==> src/rtl/key_port.sv <==
// key_port: memory-mapped keypad responder. Synchronises and debounces raw key
// lines, turns debounced edges into event bytes queued in a small FIFO, and
// exposes DATA/STATUS/CTRL/KEYS registers at BASE..BASE+3.
// Optional build macro KEY_PORT_RELEASE_EVT_EN: when defined, release edges are
// queued as events too; otherwise only presses are queued.
module key_port #(
    parameter int unsigned BASE    = 980,
    parameter int unsigned N_KEYS  = 8,
    parameter int unsigned DEPTH   = 8,
    parameter int unsigned DEB_DIV = 50000
) (
    input  logic              clk,
    input  logic              rst_n,
    input  logic [15:0]       addr,
    input  logic              we,
    input  logic [7:0]        din,
    output logic [7:0]        dout,
    input  logic [N_KEYS-1:0] keys,
    output logic              key_int
);

    localparam int unsigned AW = $clog2(DEPTH);
    localparam int unsigned CW = AW + 1;
    localparam int unsigned PW = $clog2(DEB_DIV);

    localparam logic [15:0] A_DATA   = 16'(BASE);
    localparam logic [15:0] A_STATUS = 16'(BASE + 1);
    localparam logic [15:0] A_CTRL   = 16'(BASE + 2);
    localparam logic [15:0] A_KEYS   = 16'(BASE + 3);

    logic [N_KEYS-1:0] sync1, sync2;
    logic [N_KEYS-1:0] hist0, hist1;
    logic [N_KEYS-1:0] deb, pending;
    logic [N_KEYS-1:0] all_hi, all_lo, chg, set_mask;
    logic [PW-1:0]     presc;
    logic              tick;

    logic              enc_valid;
    logic [2:0]        enc_idx;
    logic [N_KEYS-1:0] enc_clr;
    logic              ev_dir;
    logic [7:0]        ev;

    logic [7:0]        mem [DEPTH];
    logic [AW-1:0]     wptr, rptr;
    logic [CW-1:0]     count;
    logic              overflow, ie;
    logic              empty, full;
    logic              ctrl_wr, pop_req, ovf_clr, flush;
    logic              do_pop, push_req, do_push, drop;
    logic [7:0]        rd_data;

    logic              unused_din;
    assign unused_din = ^din[6:3];

    // Two-flop synchroniser for the asynchronous key lines
    always_ff @(posedge clk or negedge rst_n) begin
        if (!rst_n) begin
            sync1 <= '0;
            sync2 <= '0;
        end else begin
            sync1 <= keys;
            sync2 <= sync1;
        end
    end

    // Debounce sample prescaler; tick fires on the wrap cycle
    assign tick = (presc == PW'(DEB_DIV - 1));

    always_ff @(posedge clk or negedge rst_n) begin
        if (!rst_n) begin
            presc <= '0;
        end else if (tick) begin
            presc <= '0;
        end else begin
            presc <= presc + PW'(1);
        end
    end

    // Three-sample agreement: the incoming sample plus the two stored ones
    assign all_hi = sync2 & hist0 & hist1;
    assign all_lo = ~(sync2 | hist0 | hist1);
    assign chg    = tick ? ((all_hi & ~deb) | (all_lo & deb)) : '0;

`ifdef KEY_PORT_RELEASE_EVT_EN
    assign set_mask = chg;
`else
    assign set_mask = chg & ~deb;
`endif

    // Sample history and debounced state
    always_ff @(posedge clk or negedge rst_n) begin
        if (!rst_n) begin
            hist0 <= '0;
            hist1 <= '0;
            deb   <= '0;
        end else begin
            if (tick) begin
                hist0 <= sync2;
                hist1 <= hist0;
            end
            deb <= deb ^ chg;
        end
    end

    // Lowest-index pending key selects this cycle's event
    always_comb begin
        enc_valid = 1'b0;
        enc_idx   = '0;
        enc_clr   = '0;
        for (int i = N_KEYS - 1; i >= 0; i--) begin
            if (pending[i]) begin
                enc_valid  = 1'b1;
                enc_idx    = 3'(i);
                enc_clr    = '0;
                enc_clr[i] = 1'b1;
            end
        end
    end

`ifdef KEY_PORT_RELEASE_EVT_EN
    assign ev_dir = |(deb & enc_clr);
`else
    assign ev_dir = 1'b1;
`endif

    assign ev = {ev_dir, 4'b0000, enc_idx};

    // CTRL decode and FIFO handshake
    assign ctrl_wr  = we && (addr == A_CTRL);
    assign pop_req  = ctrl_wr & din[0];
    assign ovf_clr  = ctrl_wr & din[1];
    assign flush    = ctrl_wr & din[2];
    assign empty    = (count == '0);
    assign full     = (count == CW'(DEPTH));
    assign do_pop   = pop_req & ~empty & ~flush;
    assign push_req = enc_valid & ~flush;
    assign do_push  = push_req & (~full | do_pop);
    assign drop     = push_req & full & ~do_pop;

    // Pending mask: drained one per cycle, refilled by debounced edges
    always_ff @(posedge clk or negedge rst_n) begin
        if (!rst_n) begin
            pending <= '0;
        end else if (flush) begin
            pending <= '0;
        end else begin
            pending <= (pending & ~enc_clr) | set_mask;
        end
    end

    // FIFO storage; validity is tracked by count, so no reset needed
    always_ff @(posedge clk) begin
        if (do_push) begin
            mem[wptr] <= ev;
        end
    end

    // FIFO pointers, count, sticky overflow, interrupt enable and pulse
    always_ff @(posedge clk or negedge rst_n) begin
        if (!rst_n) begin
            wptr     <= '0;
            rptr     <= '0;
            count    <= '0;
            overflow <= 1'b0;
            ie       <= 1'b0;
            key_int  <= 1'b0;
        end else begin
            if (flush) begin
                wptr  <= '0;
                rptr  <= '0;
                count <= '0;
            end else begin
                if (do_push) wptr <= wptr + AW'(1);
                if (do_pop)  rptr <= rptr + AW'(1);
                case ({do_push, do_pop})
                    2'b10:   count <= count + CW'(1);
                    2'b01:   count <= count - CW'(1);
                    default: count <= count;
                endcase
            end
            if (drop) begin
                overflow <= 1'b1;
            end else if (ovf_clr) begin
                overflow <= 1'b0;
            end
            if (ctrl_wr) begin
                ie <= din[7];
            end
            key_int <= do_push & ie;
        end
    end

    // Register read mux
    always_comb begin
        rd_data = 8'h00;
        if (addr == A_DATA) begin
            rd_data = empty ? 8'h00 : mem[rptr];
        end else if (addr == A_STATUS) begin
            rd_data = {5'(count), overflow, full, empty};
        end else if (addr == A_CTRL) begin
            rd_data = {ie, 7'b0000000};
        end else if (addr == A_KEYS) begin
            rd_data = 8'(deb);
        end
    end

    // Read data is registered every cycle, one cycle behind addr
    always_ff @(posedge clk or negedge rst_n) begin
        if (!rst_n) begin
            dout <= 8'h00;
        end else begin
            dout <= rd_data;
        end
    end

endmodule
==> config.mk <==
export PLATFORM = sky130hd
export DESIGN_NAME = key_port
export DESIGN_NICKNAME = d
export VERILOG_FILES = /design/src/rtl/key_port.sv
export SDC_FILE = /design/constraint.sdc
export NUM_CORES = 1
export LEC_CHECK = 0
export CORE_MARGIN = 3
export CORE_UTILIZATION = 50
export DETAILED_ROUTE_END_ITERATION = 10
export GPL_TIMING_DRIVEN = 0
export HOLD_SLACK_MARGIN = 0.12
export PLACE_DENSITY = 0.82
export SLEW_MARGIN = 20
export SYNTH_ARGS = -nofsm -noshare
export SYNTH_HDL_FRONTEND = slang
export SYNTH_SLANG_ARGS = --single-unit
==> constraint.sdc <==
create_clock -name clk -period 6.5 [get_ports clk]
set_input_delay 0.65 -clock clk [delete_from_list [all_inputs] [get_ports clk]]
set_output_delay 0.65 -clock clk [all_outputs]
set_load 0.02 [all_outputs]
# Word level (Yosys, flattened, before mapping)

Memories as Yosys holds them, arrays and structs flattened.
Cells that the tools add are included.

Bits in registers: 85
Latch bits: 0
Memory bits (writable): 24
Bits in read-only memories: 0
Output and inout bits: 9
Logic and storage cells: 105
Memories kept: 1

Memories:

| memory | words | width | rd ports | clocked after memory_dff | wr ports | RTL line | text |
|---|---|---|---|---|---|---|---|
| mem    | 8     | 3     | 1        | 0                        | 1        | 44       | `logic [7:0] mem [DEPTH];` |

Add/sub/neg operators: 5
Multipliers: 0
Divide/modulo/power cells: 0
Magnitude comparators: 0
Equality and inequality tests: 8
Shift operators: 0
Mux-type cells: 42
Bitwise gates (word level): 29
Reductions and logical operators: 6

Operators by type and width:

| kind                                                                     | count |
|---|---|
| 8-bit 2-to-1 mux                                                         | 15 |
| 16-bit by 10-bit equality test with 1-bit output (second input constant) | 4 |
| 8-bit bitwise AND                                                        | 6 |
| 3-bit 2-to-1 mux                                                         | 12 |
| 8-bit OR                                                                 | 4 |
| 8-bit inverter                                                           | 3 |
| 16-bit by 1-bit adder with 16-bit output (second input constant)         | 1 |
| 16-bit equality test (second input constant)                             | 1 |
| 16-bit 2-to-1 mux                                                        | 1 |
| 1-bit 2-to-1 mux                                                         | 12 |
| 1-bit bitwise AND                                                        | 10 |
| 4-bit one-hot mux with 2 select lines                                    | 1 |
| 8-bit XOR                                                                | 1 |
| 3-bit by 1-bit adder with 3-bit output (second input constant)           | 2 |
| 2-bit nonzero test                                                       | 3 |
| 4-bit by 1-bit adder with 4-bit output (second input constant)           | 1 |
| 4-bit equality test (second input constant)                              | 1 |
| 4-bit logical NOT                                                        | 1 |
| 4-bit 2-to-1 mux                                                         | 1 |
| 1-bit inverter                                                           | 4 |
| 4-bit by 1-bit subtractor with 4-bit output (second input constant)      | 1 |
| 3-bit nonzero test                                                       | 1 |
| 2-bit by 1-bit equality test with 1-bit output (second input constant)   | 1 |
| 2-bit equality test (second input constant)                              | 1 |
| 2 further kinds                                                          | 2 |

# Depth between registers and ports, before layout

Gate-level depths: netlist (run 1).

Depth in word-level cells: 13
Mapped depth: 10
Mapped depth without buffers: 9

# Worst setup path before layout (run 1)

Ideal clock, no wire load.

Kind: input to register
From: input addr[13]
To: memory mem[4][0] in the netlist's numbering (enable)
Setup time: 0.344 ns
Data arrival time: 2.230 ns
Data required time: 6.156 ns
Path slack: 3.927 ns
Stages: 6
Path through: nor4_4 > nand4_1 > o31a_1 > or3_4 > buf_6 > nor4b_2

Longest elaborated chain between the ends: 9

Ends and longest elaborated chain:

| element                                              | RTL line | text |
|---|---|---|
| start: declaration                                   | 14       | `input logic [15:0] addr,` |
| 16-bit by 10-bit equality test with 1-bit output (*) | 130      | `assign ctrl_wr = we && (addr == A_CTRL);` |
| 1-bit logical AND (*)                                | 130      |  |
| 1-bit bitwise AND (on tied branches)                 | 131, 133 |  |
| 1-bit bitwise AND or 1-bit inverter (tied branches)  | 136, 137 |  |
| 1-bit bitwise AND                                    | 136      | `assign do_pop = pop_req & ~empty & ~flush;` |
| 1-bit OR                                             | 138      | `assign do_push = push_req & (~full \| do_pop);` |
| 1-bit bitwise AND (*)                                | 138      |  |
| 1-bit 2-to-1 mux (*)                                 | 154      | `if (do_push) begin` |
| 1-bit 2-to-1 mux (implied by the code) (*)           | 155      | `mem[wptr] <= ev;` |
| end: declaration                                     | 44       |  |

Every way passes the cells marked *; elsewhere a longest branch is shown, timed or not.

# Worst setup path in the final report (run 1)

From: input addr[13]
To: register count[3]

Longest elaborated chain between the ends: 10

Ends and longest elaborated chain:

| element                                                                               | RTL line | text |
|---|---|---|
| 16-bit by 10-bit equality test with 1-bit output (*)                                  | 130      |  |
| 1-bit logical AND (*)                                                                 | 130      |  |
| 1-bit bitwise AND (on tied branches)                                                  | 131, 133 |  |
| 1-bit bitwise AND or 1-bit inverter (tied branches)                                   | 136, 137 |  |
| 1-bit bitwise AND                                                                     | 136      |  |
| 1-bit OR                                                                              | 138      |  |
| 1-bit bitwise AND                                                                     | 138      |  |
| 2-bit by 1-bit equality test with 1-bit output or 2-bit equality test (tied branches) | 176      | `case ({do_push, do_pop})` |
| 4-bit one-hot mux with 2 select lines                                                 | 176      |  |
| 4-bit 2-to-1 mux                                                                      | 169      | `if (flush) begin` |
| end signal: assignment                                                                | 177      | `2'b10: count <= count + CW'(1);` |
| end signal: assignment                                                                | 178      | `2'b01: count <= count - CW'(1);` |
| end signal: assignment                                                                | 179      | `default: count <= count;` |
| end: declaration                                                                      | 46       | `logic [CW-1:0] count;` |

Marks and branches as above.
A chain may end at the register's enable or synchronous reset.

==> flow_summary.yaml, run 1 <==
timing:
  final-setup-viol-count: 0
  worst_hold_slack_ns: 0.206
  max_slew_margin_pct: 35.4
  final_max_slew_viol_count: 0
  finalCritPeriodShare_pct: 45.9
  hold_viol_final: 0
  final.setup.tns_ns: 0
  worst_pin_slew_ns: 0.960
  max_freq_mhz: 335
  layout_min_cycle_time_ns: 2.98
  rsz0062_at_grt: "no"
  finClkSkew_ns: 0.0133
placed_design:
  gp_congestion: 0.877
  place_area_sq_um: 5490
  numPortBuffers: 39
  hpwl_microns: 6640
clock_tree:
  clock_path_buffers: 2
  clk_latency_ns: 0.37
  cts.clk_slew.worst_paths_ns: 0.10
  cts_buffers: 9
  cts.repair.resized: 0
  htreeDepth: 3
  cts.sink_count: 109
  post-cts-setup-buffers: 0
  cts_tree: "done"
  cts-root-buf: "clkbuf_8"
  hold_buffers: 0
synth:
  syn_inst: 436
  synth.net_count: 485
  syn_area_per_cell_sq_um: 11.3
  ys_ff_latch: 109
  yosysWarnings: 0
  yosys-top-cells-area: "dfrtp_1, edfxtp_1, nand2_1"
  netlist.area_leader.share_pct: 43.3
  synthesis.area_sq_um: 4910
  synth_flop_cell: "dfrtp_1"
  synth-async-reset-ratio_pct: 78.0
  ys_seq_area_share_pct: 58.0
  yosysTopAreaCell: "dfrtp_1"
  synth_enable_flop_cells: 24
  synth.distinct_cells: 56
drt:
  drt_iter0_drc: 190
  num_vias: 3404
  drcViolationCount: 0
  drtAntennaViolNets: 0
  wl_microns: 9040
  wl_per_cell_microns: 14.6
  drt_first_pass_iters: 4
  via_per_inst: 5.48
power:
  swShare_pct: 22.3
  p_leak_nw: 2.46
  seqPwrFrac_pct: 58.4
  p_int_mw: 0.944
  finalPower_mw: 1.21
  p_comb_share_pct: 6.8
  power_frac_clock_pct: 34.9
  peakVddDrop_mv: 0.127
  p_per_area_nw_per_um2: 213
  netSwitchingPower_mw: 0.270
grt:
  antenna_found_initial: 0
  grt_max_degree: 53
  grt_pass1_vias: 3387
  grt_overflow: 0
  grt_first_pass_wirelength_microns: 15300
  grt_use_total_pct: 17.3
floorplanning:
  initial_core_util_pct: 52.2
  core_area_sq_um: 9420
  die_w_microns: 105
  die_area_sq_um: 11100
  boundaryPins: 44
  die_h_microns: 105
  rows: 35
job:
  maxCapViolations: 0
cells_and_area:
  postLayoutCellArea_sq_um: 5700
  final_common_cell: "dfrtp_1"
  drive_above_1_share_pct: 7.52
  multi_input_area_sq_um: 1900
  syn2layout_area_growth_pct: 15.9
  final_nets: 536
  finalCoreUtilization_pct: 60.5
  fill_cells: 751
  most-common-layout-cells: "dfrtp_1, nand2_1, clkdlybuf4s50_1"
  ff_latch_area_sq_um: 2850
  diodes: 0
min_path:
  hp-class: "primary input to asynchronous set/reset pin"
worst_setup_path:
  crit_type: "primary input to register"
  crit_path_end_kind: "register"
  cp_max_fo: 10
  cp_data_required_time_ns: 6.79
  start_kind: "primary input"
  cp.arrival_ns: 3.27
run_status:
  outcome: "finished, final reports clean"
-- cells in the mapped netlist (all sizes together), types with 2 or more instances --
library cell  count
a21oi            22
a22o              3
a22oi             5
and2              5
and3              6
and4              3
buf               2
clkbuf           13
dfrtp            85
edfxtp           24
ha               13
inv              27
mux2              3
mux2i             4
mux4              6
nand2            74
nand2b            2
nand3            10
nand4            12
nor2             26
nor2b             7
nor3              6
nor3b             2
nor4              6
nor4b             6
o211ai            5
o21ai            15
o31a              2
or3               2
or4               9
xnor2             9
xor2              5
-- logic make-up after synthesis --
| logic type | Yosys count | share of synthesized area [%] |
|---|---|---|
| buffers and inverters | 42 | 3.36 |
| AO/OA/AOI/OAI | 63 | 8.10 |
| AND/OR/NAND/NOR | 181 | 20.1 |
| multiplexers | 13 | 4.25 |
| flip-flops | 109 | 58.0 |
| XOR/XNOR | 14 | 2.50 |
| adder cells (fa/ha/maj) | 14 | 3.72 |
-- sequential cells by signal (all words and copies together) (netlist names) --
register	flops
mem	24
sync1	8
hist0	8
dout	8
rptr	3
deb	8
hist1	8
ie	1
overflow	1
sync2	8
presc	16
key_int	1
wptr	3
pending	8
count	4
-- stage by stage --
| stage | worst slack (ns) | cells |
|---|---|---|
| CTS | 3.54 | 621 |
| global route | 3.30 | 621 |
| detailed placement | 3.14 | 605 |
| finish | 3.52 | 621 |
| global placement | 1.89 | 604 |
| floorplan | 3.93 | 436 |
-- power groups by stage --
stage	sequential (mW)	combinational, mW	clock [mW]
after floorplan	0.722	0.0440	0
after global placement	0.722	0.0798	0
after detailed placement	0.722	0.0832	0
after CTS	0.708	0.0834	0.434
after global routing	0.709	0.0912	0.459
final	0.708	0.0821	0.424
-- metal layers --
metal | share of wire (%) | track usage [%] | up-vias
li1 | - | - | 1644
met1 | 43 | 21.1 | 1654
met2 | 50 | 29.9 | 92
met3 | 5.5 | 3.15 | 14
met4 | 1.5 | 7.78 | 0
met5 | 0 | 0 | -
-- final timing paths --
| check | slack (ns) | cells past startpoint | startpoint | to |
|---|---|---|---|---|
| min | 0.21 | 1 | rst_n | presc[12] |
| min in group clk | 0.36 | 0 | sync1[3] | sync2[3] |
| min reg2reg | 0.36 | 0 | sync1[3] | sync2[3] |
| max reg2reg | 3.75 | 9 | pending[0] | count[3] |
| max in group asynchronous | 5.70 | 2 | rst_n | rptr[2] |
| max | 3.52 | 11 | addr[13] | count[3] |
-- critical path: stages --
cell,delay [ns]
clkdlybuf4s50_1,0.44
nor4_4,0.35
nand4_1,0.18
clkbuf_1,0.25
nor2_1,0.27
ha_1,0.28
a21o_1,0.15
a21oi_1,0.17
o21ai_0,0.15
a211o_1,0.29
o211ai_1,0.08
-- layout make-up --
| class | count | area share [%] |
|---|---|---|
| Sequential cell | 109 | 50.0 |
| Multi-Input combinational cell | 285 | 33.3 |
| Timing Repair Buffer | 40 | 7.29 |
| Tap cell | 129 | 2.83 |
| Clock buffer | 11 | 2.48 |
| Inverter | 27 | 1.78 |
| Clock inverter | 5 | 1.14 |
| Buffer | 15 | 1.12 |
Power figures use the tool's default switching activity.
==> run 2, diff against run 1 <==
--- a/config.mk
+++ b/config.mk
@@ -10,7 +10,7 @@
 export DETAILED_ROUTE_END_ITERATION = 10
 export GPL_TIMING_DRIVEN = 0
 export HOLD_SLACK_MARGIN = 0.12
-export PLACE_DENSITY = 0.82
+export PLACE_DENSITY = 0.85
 export SLEW_MARGIN = 20
 export SYNTH_ARGS = -nofsm -noshare
 export SYNTH_HDL_FRONTEND = slang
==> constraint.sdc (replaced) <==
create_clock -name clk -period 2.73 [get_ports clk]
set_input_delay 0.273 -clock clk [delete_from_list [all_inputs] [get_ports clk]]
set_output_delay 0.273 -clock clk [all_outputs]
set_load 0.02 [all_outputs]
==> run 2 against run 1 <==
Effect of this change:
- setup slack got worse by 3.4 ns
- die area unchanged
- flip-flop and latch count unchanged
- first-iteration DRC count increased by 18%
- non-clock buffer count increased by 1
- final area about the same
- register-to-register slack got worse by 3.6 ns
- global-route usage increased by 1.8 points
- clock skew decreased by 0.0047 ns
- critical endpoint is now mem[4][2]
==> flow_summary.yaml, run 2 (synthesis results as in run 1) <==
worst_setup_path:
  cp.arrival_ns: 2.65
  crit_path_end_kind: "register"
  cp_max_fo: 10
  crit-reg2reg-capture: "count[3]"
  rr_startpoint: "count[0]"
  cp_data_required_time_ns: 2.76
  r2r_cells: 9
  startpoint: "addr[13]"
  r2r_setup_slack_ns: 0.14
  start_kind: "primary input"
  crit_type: "primary input to register"
job:
  maxCapViolations: 0
timing:
  final-setup-viol-count: 0
  hold_viol_final: 0
  worst_pin_slew_ns: 1.07
  max_freq_mhz: 382
  final.setup.tns_ns: 0
  finalCritPeriodShare_pct: 95.9
  final_max_slew_viol_count: 0
  max_slew_margin_pct: 28.0
  layout_min_cycle_time_ns: 2.62
  finClkSkew_ns: 0.00867
  rsz0062_at_grt: "no"
placed_design:
  hpwl_microns: 7020
  numPortBuffers: 39
  gp_congestion: 0.854
floorplanning:
  rows: 35
  die_area_sq_um: 11100
  die_w_microns: 105
  die_h_microns: 105
  boundaryPins: 44
  initial_core_util_pct: 52.2
  core_area_sq_um: 9420
power:
  p_per_area_nw_per_um2: 487
  finalPower_mw: 2.78
  p_comb_share_pct: 7.2
  power_frac_clock_pct: 32.1
  p_leak_nw: 2.45
  swShare_pct: 23.6
  p_int_mw: 2.12
  netSwitchingPower_mw: 0.656
  peakVddDrop_mv: 0.264
  seqPwrFrac_pct: 60.7
cells_and_area:
  final_common_cell: "dfrtp_1"
  multi_input_area_sq_um: 1920
  most-common-layout-cells: "dfrtp_1, nand2_1, clkdlybuf4s50_1"
  ff_latch_area_sq_um: 2850
  syn2layout_area_growth_pct: 16.0
  diodes: 0
  reg_top3: "mem x24, presc x16"
  finalCoreUtilization_pct: 60.5
  largest_reg_flops: 24
  final_nets: 537
  largest_register: "mem"
  drive_above_1_share_pct: 7.71
  fill_cells: 743
min_path:
  hold_depth: 1
  hp-class: "primary input to register"
  min_to: "sync1[5]"
  worst_hold_startpoint: "keys[5]"
clock_tree:
  htreeDepth: 3
  cts.sink_count: 109
  clock_path_buffers: 2
  clk_latency_ns: 0.38
  cts_buffers: 9
  cts.clk_slew.worst_paths_ns: 0.10
  cts-root-buf: "clkbuf_8"
  cts_tree: "done"
drt:
  drtAntennaViolNets: 0
  via_per_inst: 5.64
  wl_per_cell_microns: 15.9
  num_vias: 3506
  drt_first_pass_iters: 4
  drcViolationCount: 0
  wl_microns: 9880
  drt_iter0_drc: 224
grt:
  grt_overflow: 0
  grt_use_total_pct: 19.1
  antenna_found_initial: 0
  grt_first_pass_wirelength_microns: 16900
  grt_max_degree: 59
  grt_pass1_vias: 3440
run_status:
  outcome: "finished, final reports clean"
==> run 2: cell types whose count changed in the layout (fill, tap and decap cells not counted), sizes merged <==
| cell | delta |
|---|---|
| bufinv | -1 |
| clkinvlp | +3 |
| inv | -1 |
| clkinv | +1 |
| dlygate4sd3 | +1 |
| clkbuf | -2 |
==> run 2: area by class of cell <==
class / instances / share of cell area (%)
flip-flops and latches: 109 / 50.0
multi-input cells: 285 / 33.8
repair buffers: 41 / 7.47
plain buffers: 15 / 1.12
clock inverters: 7 / 0.879
inverters: 27 / 1.78
well taps: 129 / 2.83
clock buffers: 9 / 2.17
==> run 2: metal layers <==
layer / vias to the layer above / track usage (%) / wire [microns]
met5: - / 0 / 0
met4: 0 / 5.81 / 153
met3: 13 / 3.95 / 559
met2: 117 / 31.1 / 4670
met1: 1726 / 26.0 / 4490
li1: 1650 / - / -
==> run 2: how the worst max path moves through the flow <==
stage | slack (ns) | cells after the start | end
floorplan | 0.31 | 9 | count[3]
global placement | -1.57 | 1 | sync1[2]
detailed placement | -0.28 | 7 | mem[4][0]
CTS | 0.02 | 9 | count[3]
global route | 0.009 | 10 | pending[1]
finish | 0.11 | 7 | mem[4][2]
==> run 2: power by group through the flow <==
| stage | sequential [mW] | combinational (mW) | clock (mW) |
|---|---|---|---|
| 6_report | 1.69 | 0.200 | 0.890 |
| 3_5_place_dp | 1.72 | 0.202 | 0 |
| 3_3_place_gp | 1.72 | 0.193 | 0 |
| 2_1_floorplan | 1.72 | 0.105 | 0 |
| 5_1_grt | 1.69 | 0.221 | 0.968 |
| 4_1_cts | 1.69 | 0.204 | 0.907 |
==> run 2: critical path, cell delays in order <==
cell,delay [ns]
clkdlybuf4s50_1,0.45
nor4_4,0.34
nand4_1,0.18
o31a_1,0.39
or3_4,0.38
buf_6,0.16
nor4b_2,0.48
==> run 2: metrics by stage <==
step,setup slack (ns),area [sq um],std cells,hold WS [ns]
after floorplan,0.308,4910,436,-0.0226
after global placement,-1.57,5460,604,0.332
after detailed placement,-0.283,5490,605,0.228
after CTS,0.0184,5670,622,0.317
after global routing,0.00909,5700,622,0.308
final,0.112,5700,622,0.320
==> run 2: repair_timing <==
action	CTS	global route
hold endpoints to repair	27	0
buffers inserted	0	0
hold buffers	1	0
endpoints found under the setup margin	0	1
resized for setup	0	4
==> run 3, diff against run 2 <==
--- a/config.mk
+++ b/config.mk
@@ -5,7 +5,6 @@
 export SDC_FILE = /design/constraint.sdc
 export NUM_CORES = 1
 export LEC_CHECK = 0
-export CORE_MARGIN = 3
 export CORE_UTILIZATION = 50
 export DETAILED_ROUTE_END_ITERATION = 10
 export GPL_TIMING_DRIVEN = 0
==> run 3 against run 2 <==
Effect of this change:
- final area rose by 0.42%
- utilization rose by 0.54 points
- flip-flop and latch count did not move
- power rose by 1.1%
- final cell count rose by 0.32%
- combinational power barely moved
- register-to-register slack got worse by 0.04 ns
==> flow_summary.yaml, run 3 (synthesis results as in run 1) <==
cells_and_area:
  final_nets: 539
  final_cell_count_no_fill: 624
  diodes: 0
  largest_register: "mem"
  final_common_cell: "dfrtp_1"
  most-common-layout-cells: "dfrtp_1, nand2_1, clkdlybuf4s50_1"
  reg_top3: "mem x24, presc x16"
  largest_reg_flops: 24
  drive_above_1_share_pct: 8.28
  postLayoutCellArea_sq_um: 5720
  syn2layout_area_growth_pct: 16.5
floorplanning:
  die_w_microns: 101
  rows: 35
  initial_core_util_pct: 52.4
  core_area_sq_um: 9370
  boundaryPins: 44
  die_area_sq_um: 10200
  die_h_microns: 101
clock_tree:
  cts.sink_count: 109
  cts_buffers: 9
  cts-root-buf: "clkbuf_8"
  clk_latency_ns: 0.38
  htreeDepth: 3
  clock_path_buffers: 2
  cts_tree: "done"
  cts.clk_slew.worst_paths_ns: 0.10
worst_setup_path:
  cp_max_fo: 7
  slowest_delay_ns: 0.63
  critPathBufInv: 0
  rr_startpoint: "count[1]"
  startpoint: "count[1]"
  cp.arrival_ns: 2.94
  crit_type: "register to register"
  crit_path_end_kind: "register"
  crit_family: "simple AND/OR/NAND/NOR gates"
  cp_data_required_time_ns: 3.03
  r2r_setup_slack_ns: 0.1
  crit_slowest_cell: "or4_1"
  start_kind: "register"
  cp_cell_sequence: "or4_1 -> nand4_1 -> nor2_2 -> ha_1 -> a21o_1 -> a21oi_1 -> or3_1 -> a211o_1 -> o211ai_1"
placed_design:
  numPlacedInstances: 605
  place_area_sq_um: 5490
  gp_congestion: 0.885
  hpwl_microns: 7020
  numPortBuffers: 39
grt:
  grt_use_met2_pct: 34.6
  grt_overflow: 0
  grt_first_pass_wirelength_microns: 16100
  met3_usage_pct: 4.16
  grt.busiest_layer: "met2"
  grt_max_degree: 59
  grt_util_met1_pct: 25.9
  antenna_found_initial: 0
  grt_use_total_pct: 20.7
  grt_pass1_vias: 3504
timing:
  worst_hold_slack_ns: 0.319
  max_freq_mhz: 380
  final_max_slew_viol_count: 0
  max_slew_margin_pct: 48.4
  hold_viol_final: 0
  finClkSkew_ns: 0.0123
  final-setup-viol-count: 0
  worst_pin_slew_ns: 0.764
  layout_min_cycle_time_ns: 2.63
  finalCritPeriodShare_pct: 96.5
drt:
  num_vias: 3505
  wl_microns: 9630
  drt_iter0_drc: 187
  drt_first_pass_iters: 5
  drtAntennaViolNets: 0
  wl_per_cell_microns: 15.4
  drcViolationCount: 0
  via_per_inst: 5.62
min_path:
  hp-class: "primary input to register"
  worst_hold_startpoint: "keys[1]"
power:
  p_per_area_nw_per_um2: 491
  peakVddDrop_mv: 0.274
  p_leak_nw: 2.47
run_status:
  outcome: "finished, final reports clean"
job:
  maxCapViolations: 0
[run 3: repair_timing]
item	CTS	global route
buffers inserted	0	2
gates resized for setup	1	4
pin swaps	0	3
hold endpoints to repair	27	0
setup endpoints to repair	1	1
hold buffers	1	0
[run 3: per-stage QoR]
stage | util [%] | setup WS (ns) | TNS (ns) | total power, mW
CTS | 60.7 | 0.00687 | 0 | 2.83
finish | 61.0 | 0.0964 | 0 | 2.81
global route | 61.0 | -0.0343 | -0.0343 | 2.92
floorplan | - | 0.308 | 0 | 1.82
detailed placement | 58.6 | -0.298 | -4.61 | 1.92
global placement | 58.3 | -1.51 | -130.74 | 1.91
[run 3: report_power, final]
group	switching [mW]	internal [mW]
Combinational	0.0884	0.110
Clock	0.555	0.367
Sequential	0.0104	1.68
[run 3: per-layer routing]
metal | vias to the layer above | wire [microns]
met5 | - | 0
met1 | 1685 | 3980
li1 | 1658 | -
met4 | 0 | 235
met3 | 29 | 644
met2 | 133 | 4770
[run 3: path summary, 6_finish.rpt]
path                                  to  cells after the start
worst max-delay path            count[3]                      9
worst min-delay path            sync1[1]                      1
worst max register to register  count[3]                      9
worst min register to register  sync2[5]                      0
max in group asynchronous        wptr[0]                      3
min in group asynchronous        dout[5]                      2
[run 3: final cells by class]
type	count	area, sq um
Sequential cell	109	2850
Tap cell	129	161
Timing Repair Buffer	43	440
Clock inverter	5	43.8
Inverter	27	101
Multi-Input combinational cell	285	1920
Clock buffer	11	141
Fill cell	760	3650
Buffer	15	65.1
